`src/rtl/mem_stage.sv`:
```
// Memory-access stage: issues one word-aligned cache request per load/store, extends load data for write-back.
// Non-memory ops retire in 1 cycle; memory ops stall upstream via mem_stall until dc_ack (or timeout).
module mem_stage #(
    parameter int TIMEOUT_CYCLES = 64
) (
    input  logic        clk,
    input  logic        rst_n,
    input  logic        ex_valid,
    input  logic [31:0] ex_alu_out,
    input  logic [31:0] ex_rs2_data,
    input  logic [4:0]  ex_rd,
    input  logic        ex_reg_we,
    input  logic        ex_mem_re,
    input  logic        ex_mem_we,
    input  logic [2:0]  ex_funct3,
    output logic        mem_stall,
    output logic        dc_req,
    output logic        dc_we,
    output logic [31:0] dc_addr,
    output logic [31:0] dc_wdata,
    output logic [3:0]  dc_wstrb,
    input  logic        dc_ack,
    input  logic [31:0] dc_rdata,
    output logic        wb_valid,
    output logic [4:0]  wb_rd,
    output logic        wb_reg_we,
    output logic [31:0] wb_data,
    output logic        mem_err
);

    localparam int CNT_W = (TIMEOUT_CYCLES > 2) ? $clog2(TIMEOUT_CYCLES) : 1;
    localparam logic [CNT_W-1:0] CNT_LAST = CNT_W'(TIMEOUT_CYCLES - 1);

    typedef enum logic {
        S_IDLE = 1'b0,
        S_WAIT = 1'b1
    } state_t;

    state_t            r_state;
    state_t            w_state_nxt;

    logic [CNT_W-1:0]  r_cnt;
    logic [4:0]        r_rd;
    logic              r_reg_we;
    logic [2:0]        r_funct3;
    logic [1:0]        r_off;

    logic              r_dc_req;
    logic              r_dc_we;
    logic [31:0]       r_dc_addr;
    logic [31:0]       r_dc_wdata;
    logic [3:0]        r_dc_wstrb;
    logic              r_wb_valid;
    logic [4:0]        r_wb_rd;
    logic              r_wb_reg_we;
    logic [31:0]       r_wb_data;
    logic              r_mem_err;

    logic              w_mem_op;
    logic              w_legal;
    logic              w_aligned;
    logic              w_good;
    logic              w_accept;
    logic              w_ack;
    logic              w_timeout;
    logic              w_bad;
    logic              w_pass;
    logic [31:0]       w_wdata;
    logic [3:0]        w_wstrb;
    logic [7:0]        w_byte;
    logic [15:0]       w_half;
    logic [31:0]       w_load_data;

    assign w_mem_op = ex_valid & (ex_mem_re | ex_mem_we);

    // Signed sub-word forms (100/101) exist only for loads.
    always_comb begin
        w_legal = 1'b0;
        case (ex_funct3)
            3'b000, 3'b001, 3'b010: w_legal = 1'b1;
            3'b100, 3'b101:         w_legal = ex_mem_re;
            default:                w_legal = 1'b0;
        endcase
    end

    always_comb begin
        w_aligned = 1'b1;
        case (ex_funct3[1:0])
            2'b01:   w_aligned = ~ex_alu_out[0];
            2'b10:   w_aligned = (ex_alu_out[1:0] == 2'b00);
            default: w_aligned = 1'b1;
        endcase
    end

    assign w_good = w_mem_op & w_legal & w_aligned;

    always_comb begin
        w_wdata = ex_rs2_data;
        w_wstrb = 4'b1111;
        case (ex_funct3[1:0])
            2'b00: begin
                w_wdata = {4{ex_rs2_data[7:0]}};
                w_wstrb = 4'b0001 << ex_alu_out[1:0];
            end
            2'b01: begin
                w_wdata = {2{ex_rs2_data[15:0]}};
                w_wstrb = 4'b0011 << ex_alu_out[1:0];
            end
            default: begin
                w_wdata = ex_rs2_data;
                w_wstrb = 4'b1111;
            end
        endcase
    end

    always_comb begin
        w_byte = dc_rdata[7:0];
        case (r_off)
            2'b00:   w_byte = dc_rdata[7:0];
            2'b01:   w_byte = dc_rdata[15:8];
            2'b10:   w_byte = dc_rdata[23:16];
            default: w_byte = dc_rdata[31:24];
        endcase
    end

    assign w_half = r_off[1] ? dc_rdata[31:16] : dc_rdata[15:0];

    always_comb begin
        w_load_data = dc_rdata;
        case (r_funct3)
            3'b000:  w_load_data = {{24{w_byte[7]}}, w_byte};
            3'b001:  w_load_data = {{16{w_half[15]}}, w_half};
            3'b100:  w_load_data = {24'd0, w_byte};
            3'b101:  w_load_data = {16'd0, w_half};
            default: w_load_data = dc_rdata;
        endcase
    end

    always_ff @(posedge clk or negedge rst_n) begin
        if (!rst_n) begin
            r_state <= S_IDLE;
        end else begin
            r_state <= w_state_nxt;
        end
    end

    always_comb begin
        w_state_nxt = r_state;
        w_accept    = 1'b0;
        w_ack       = 1'b0;
        w_timeout   = 1'b0;
        case (r_state)
            S_IDLE: begin
                if (w_good) begin
                    w_state_nxt = S_WAIT;
                    w_accept    = 1'b1;
                end
            end
            S_WAIT: begin
                if (dc_ack) begin
                    w_state_nxt = S_IDLE;
                    w_ack       = 1'b1;
                end else if (r_cnt == CNT_LAST) begin
                    w_state_nxt = S_IDLE;
                    w_timeout   = 1'b1;
                end
            end
            default: w_state_nxt = S_IDLE;
        endcase
    end

    assign w_bad  = (r_state == S_IDLE) & w_mem_op & ~w_good;
    assign w_pass = (r_state == S_IDLE) & ex_valid & ~w_mem_op;

    // Low in the ack cycle so upstream advances on the same edge the access completes.
    assign mem_stall = ((r_state == S_IDLE) & w_good) | ((r_state == S_WAIT) & ~dc_ack);

    always_ff @(posedge clk or negedge rst_n) begin
        if (!rst_n) begin
            r_cnt       <= '0;
            r_rd        <= 5'd0;
            r_reg_we    <= 1'b0;
            r_funct3    <= 3'd0;
            r_off       <= 2'd0;
            r_dc_req    <= 1'b0;
            r_dc_we     <= 1'b0;
            r_dc_addr   <= 32'd0;
            r_dc_wdata  <= 32'd0;
            r_dc_wstrb  <= 4'd0;
            r_wb_valid  <= 1'b0;
            r_wb_rd     <= 5'd0;
            r_wb_reg_we <= 1'b0;
            r_wb_data   <= 32'd0;
            r_mem_err   <= 1'b0;
        end else begin
            r_mem_err <= w_bad | w_timeout;
            if (w_accept) begin
                r_dc_req   <= 1'b1;
                r_dc_we    <= ex_mem_we;
                r_dc_addr  <= {ex_alu_out[31:2], 2'b00};
                r_dc_wdata <= w_wdata;
                r_dc_wstrb <= ex_mem_we ? w_wstrb : 4'b0000;
                r_rd       <= ex_rd;
                r_reg_we   <= ex_reg_we;
                r_funct3   <= ex_funct3;
                r_off      <= ex_alu_out[1:0];
                r_cnt      <= '0;
                r_wb_valid <= 1'b0;
            end else if (w_pass) begin
                r_wb_valid  <= 1'b1;
                r_wb_rd     <= ex_rd;
                r_wb_reg_we <= ex_reg_we;
                r_wb_data   <= ex_alu_out;
            end else if (w_bad) begin
                r_wb_valid  <= 1'b1;
                r_wb_rd     <= ex_rd;
                r_wb_reg_we <= 1'b0;
                r_wb_data   <= 32'd0;
            end else if (w_ack) begin
                r_dc_req    <= 1'b0;
                r_wb_valid  <= 1'b1;
                r_wb_rd     <= r_rd;
                r_wb_reg_we <= r_reg_we & ~r_dc_we;
                r_wb_data   <= r_dc_we ? 32'd0 : w_load_data;
            end else if (w_timeout) begin
                r_dc_req    <= 1'b0;
                r_wb_valid  <= 1'b1;
                r_wb_rd     <= r_rd;
                r_wb_reg_we <= 1'b0;
                r_wb_data   <= 32'd0;
            end else begin
                r_wb_valid <= 1'b0;
                if (r_state == S_WAIT) begin
                    r_cnt <= r_cnt + 1'b1;
                end
            end
        end
    end

    assign dc_req    = r_dc_req;
    assign dc_we     = r_dc_we;
    assign dc_addr   = r_dc_addr;
    assign dc_wdata  = r_dc_wdata;
    assign dc_wstrb  = r_dc_wstrb;
    assign wb_valid  = r_wb_valid;
    assign wb_rd     = r_wb_rd;
    assign wb_reg_we = r_wb_reg_we;
    assign wb_data   = r_wb_data;
    assign mem_err   = r_mem_err;

endmodule

```
`config.mk`:
```
export PLATFORM = sky130hd
export DESIGN_NAME = mem_stage
export DESIGN_NICKNAME = d
export VERILOG_FILES = /design/src/rtl/mem_stage.sv
export SDC_FILE = /design/constraint.sdc
export NUM_CORES = 1
export LEC_CHECK = 0
export CORE_MARGIN = 2
export CORE_UTILIZATION = 41
export DETAILED_ROUTE_END_ITERATION = 16
export PLACE_DENSITY = 0.85
export SETUP_SLACK_MARGIN = 0.05
export SKIP_CTS_REPAIR_TIMING = 1
export SLEW_MARGIN = 20
export SYNTH_ARGS = -nofsm -noshare
export SYNTH_HDL_FRONTEND = slang
export SYNTH_SLANG_ARGS = --single-unit
```
`constraint.sdc`:
```
create_clock -name clk -period 2 [get_ports clk]
set_input_delay 0.4 -clock clk [delete_from_list [all_inputs] [get_ports clk]]
set_output_delay 0.4 -clock clk [all_outputs]
set_load 0.05 [all_outputs]
```
==> impl_metrics.py <==
metrics = {
    "yosys": {
        "yosysTopAreaCellShare_pct": 52.3,
        "synth_edf_count": 0,
        "syn_inst": 666,
        "seq_area_frac_synth_pct": 52.3,
        "async_flop_share_pct": 100,
        "ys_ff_latch": 126,
        "synth_area_leader_cell": "dfrtp_1",
        "ys.flop_type": "dfrtp_1",
        "avgSynthCellArea_sq_um": 9.06,
        "syn_area_sq_um": 6030,
        "yosysWarnings": 0,
        "synth_cell_type_count": 46,
        "synth.top_cells.by_area": "dfrtp_1 (52%), nand2_1 (13%), o21ai_0 (3.4%)",
    },
    "sta": {
        "finalSetupViolCount": 1,
        "setup_ws_ns": -0.0422,
        "whs_ns": 0.319,
        "min_period_ns": 2.04,
        "clock_skew_ns": 0.00809,
        "hold_violations": 0,
        "clock.fmax_mhz": 490,
        "rsz0062_at_grt": "yes",
        "slew_headroom_pct": 56.6,
        "drv_slew": 0,
        "min_period_over_period_pct": 102,
        "tightest_slew_ns": 0.649,
    },
    "routing": {
        "antenna_left": 0,
        "firstDrtPassIters": 5,
        "drt_iter0_drc": 532,
        "drc": 0,
        "drt-total-wl_mm": 20.4,
        "vias": 5985,
        "via_per_inst": 5.34,
        "wire_per_inst_um": 18.2,
    },
    "die": {
        "core-area_sq_um": 14500,
        "fp.dieH_um": 125,
        "die_w_um": 125,
        "initial_core_util_pct": 41.7,
        "dieArea_sq_um": 15700,
        "fp-row-count": 44,
        "boundaryPins": 222,
    },
    "setup_path": {
        "worstPathArrival_ns": 1.64,
        "crit_slowest_cell": "clkdlybuf4s50_1",
        "crit_path_end_kind": "output port",
        "reg2regPathDepth": 6,
        "path_class": "in -> out",
        "crit_path_start_kind": "input port",
        "cpPeakStageDelay_ns": 0.49,
        "path_max_fanout": 3,
        "crit_path_cell_trace": "clkdlybuf4s50_1 > nand2b_1 > a21oi_2 > o211ai_1 > buf_4 > nand2_8 > buf_12",
        "critPathRequiredTime_ns": 1.60,
    },
    "clocking": {
        "cts_tree": "yes",
        "cts.htree.levels": 4,
        "numCtsBuffers": 17,
        "clk-insertion-delay-late_ns": 0.41,
        "clock_path_buffers": 2,
        "cts-root-buf": "clkbuf_16",
        "clock_sinks": 126,
        "path_clk_slew_ns": 0.06,
    },
    "power": {
        "p_seq_share_pct": 29.9,
        "p_per_area_nw_per_um2": 1230,
        "p_sw_share_pct": 40.3,
        "p_clk_share_pct": 27.6,
        "netSwitchingPower_mw": 4.87,
        "combPwrFrac_pct": 42.5,
        "p_int_mw": 7.20,
        "leakagePower_nw": 5.68,
        "ir_drop_mv": 0.587,
    },
    "hold_path": {
        "min_path_cells": 4,
        "holdCritPathClass": "in -> reg",
    },
    "global_routing": {
        "grt-ovfl-total": 0,
        "antenna_found_initial": 0,
        "grt_pass1_wl_mm": 31.3,
        "first_global_vias": 5935,
        "grt.total_usage_pct": 25.4,
        "grt_max_degree": 48,
    },
    "place": {
        "place.gp.congestion": 0.901,
        "place_area_sq_um": 8850,
        "dp_hpwl_mm": 14.2,
        "io_buffers": 219,
    },
    "outcome": {
        "violations": "negative setup slack",
        "status": "finished with violations",
    },
    "layout": {
        "final_area_sq_um": 9840,
        "final_nets": 1039,
        "antenna_cells": 0,
        "mostFrequentLayoutCell": "nand2_1",
        "layout_common_cells": "nand2_1 (212), dfrtp_1 (125), dlymetal6s2s_1 (107), clkdlybuf4s50_1 (103), buf_4 (52)",
        "area_delta_synth_final_pct": 63.0,
        "drive_above_1_share_pct": 14.3,
    },
    "flow_run": {
        "maxCapViolCount": 0,
    },
}
-- power groups by stage --
stage	logic, mW	clock network [mW]	registers (mW)
after floorplan	1.17	0	5.59
after global placement	5.05	0	3.63
after CTS	5.15	3.37	3.62
final	5.13	3.33	3.61
after global routing	5.40	3.51	3.69
after detailed placement	5.12	0	3.65
-- path summary, 6_finish.rpt --
check | from | end | slack, ns
hold / removal | ex_funct3[1] | r_funct3[1]$_DFFE_PN0N_ | 0.32
min in group asynchronous | rst_n | dc_wdata[22]$_DFFE_PN0N_ | 0.50
setup / recovery | ex_alu_out[1] | mem_stall | -0.04
setup reg to reg | r_off[0]$_DFFE_PN0N_ | wb_data[25]$_DFFE_PN0P_ | 0.11
hold reg to reg | dc_wdata[5]$_DFFE_PN0N_ | dc_wdata[5]$_DFFE_PN0N_ | 0.47
max in group asynchronous | rst_n | r_off[0]$_DFFE_PN0N_ | 0.93
-- synth_stat cells, types with 2 or more instances --
cell type	instances
a221oi_1	9
o21ai_2	2
dfrtp_1	126
a31oi_1	14
and2_1	2
buf_6	3
mux2i_1	13
nor3_1	12
o32a_1	7
a21oi_1	27
a22oi_1	9
nor2b_1	4
xor2_1	3
nand2b_1	5
a221o_1	19
nand4_1	2
o21a_1	6
nand3_1	4
nor2_1	41
inv_1	28
and3_1	2
a21oi_2	2
clkbuf_1	15
nand2_1	213
buf_2	18
o21ai_1	2
buf_4	3
mux2_2	14
o21ai_0	41
ha_1	4
-- routing by layer --
| layer | up-vias | track usage (%) | part of all wire, % |
|---|---|---|---|
| met2 | 247 | 40.7 | 49 |
| met4 | 0 | 11.4 | 3.5 |
| met5 | - | 0 | 0 |
| li1 | 2786 | - | - |
| met3 | 50 | 6.46 | 6.4 |
| met1 | 2902 | 32.6 | 41 |
-- final cells by class --
class,instances,area [sq um]
Clock inverter,9,158
Timing Repair Buffer,277,3020
Inverter,29,121
Multi-Input combinational cell,473,2680
Clock buffer,23,478
Tap cell,184,230
Sequential cell,126,3150
Fill cell,1040,4640
-- metrics by stage --
step | setup WS, ns | instances | utilization (%) | TNS (ns) | power (mW)
2_1_floorplan | 0.0515 | 667 | - | 0 | 6.76
3_3_place_gp | -0.593 | 1085 | 61.1 | -61.28 | 8.68
3_5_place_dp | -0.623 | 1085 | 61.1 | -65.20 | 8.77
4_1_cts | -0.540 | 1117 | 65.5 | -13.81 | 12.1
5_1_grt | -0.101 | 1121 | 67.9 | -0.101 | 12.6
6_report | -0.0422 | 1121 | 67.9 | -0.0422 | 12.1
-- critical path, delay by kind of cell --
kind	cells	cell delay, ns
compound gates	2	0.24
buf+inv	3	0.81
simple gates	2	0.19
-- registers in the layout, summed over array words and instances, names as in the netlist --
name	cells
mem_err	1
r_funct3	3
dc_req	1
r_off	2
r_cnt	6
r_rd	5
dc_wdata	32
wb_data	32
dc_we	1
dc_addr	30
dc_wstrb	4
wb_valid	1
r_reg_we	1
wb_rd	5
wb_reg_we	1
r_state	1
-- cells by family after synthesis --
logic type / after synthesis / synth area share, %
fa+ha+maj: 4 / 0.830
flops: 126 / 52.3
simple gates: 287 / 19.0
other cells: 1 / 0.0622
mux: 29 / 5.21
xor+xnor: 4 / 0.581
compound gates: 147 / 16.9
buf+inv: 68 / 5.16
Note: power is estimated with default switching activity, not from simulation.
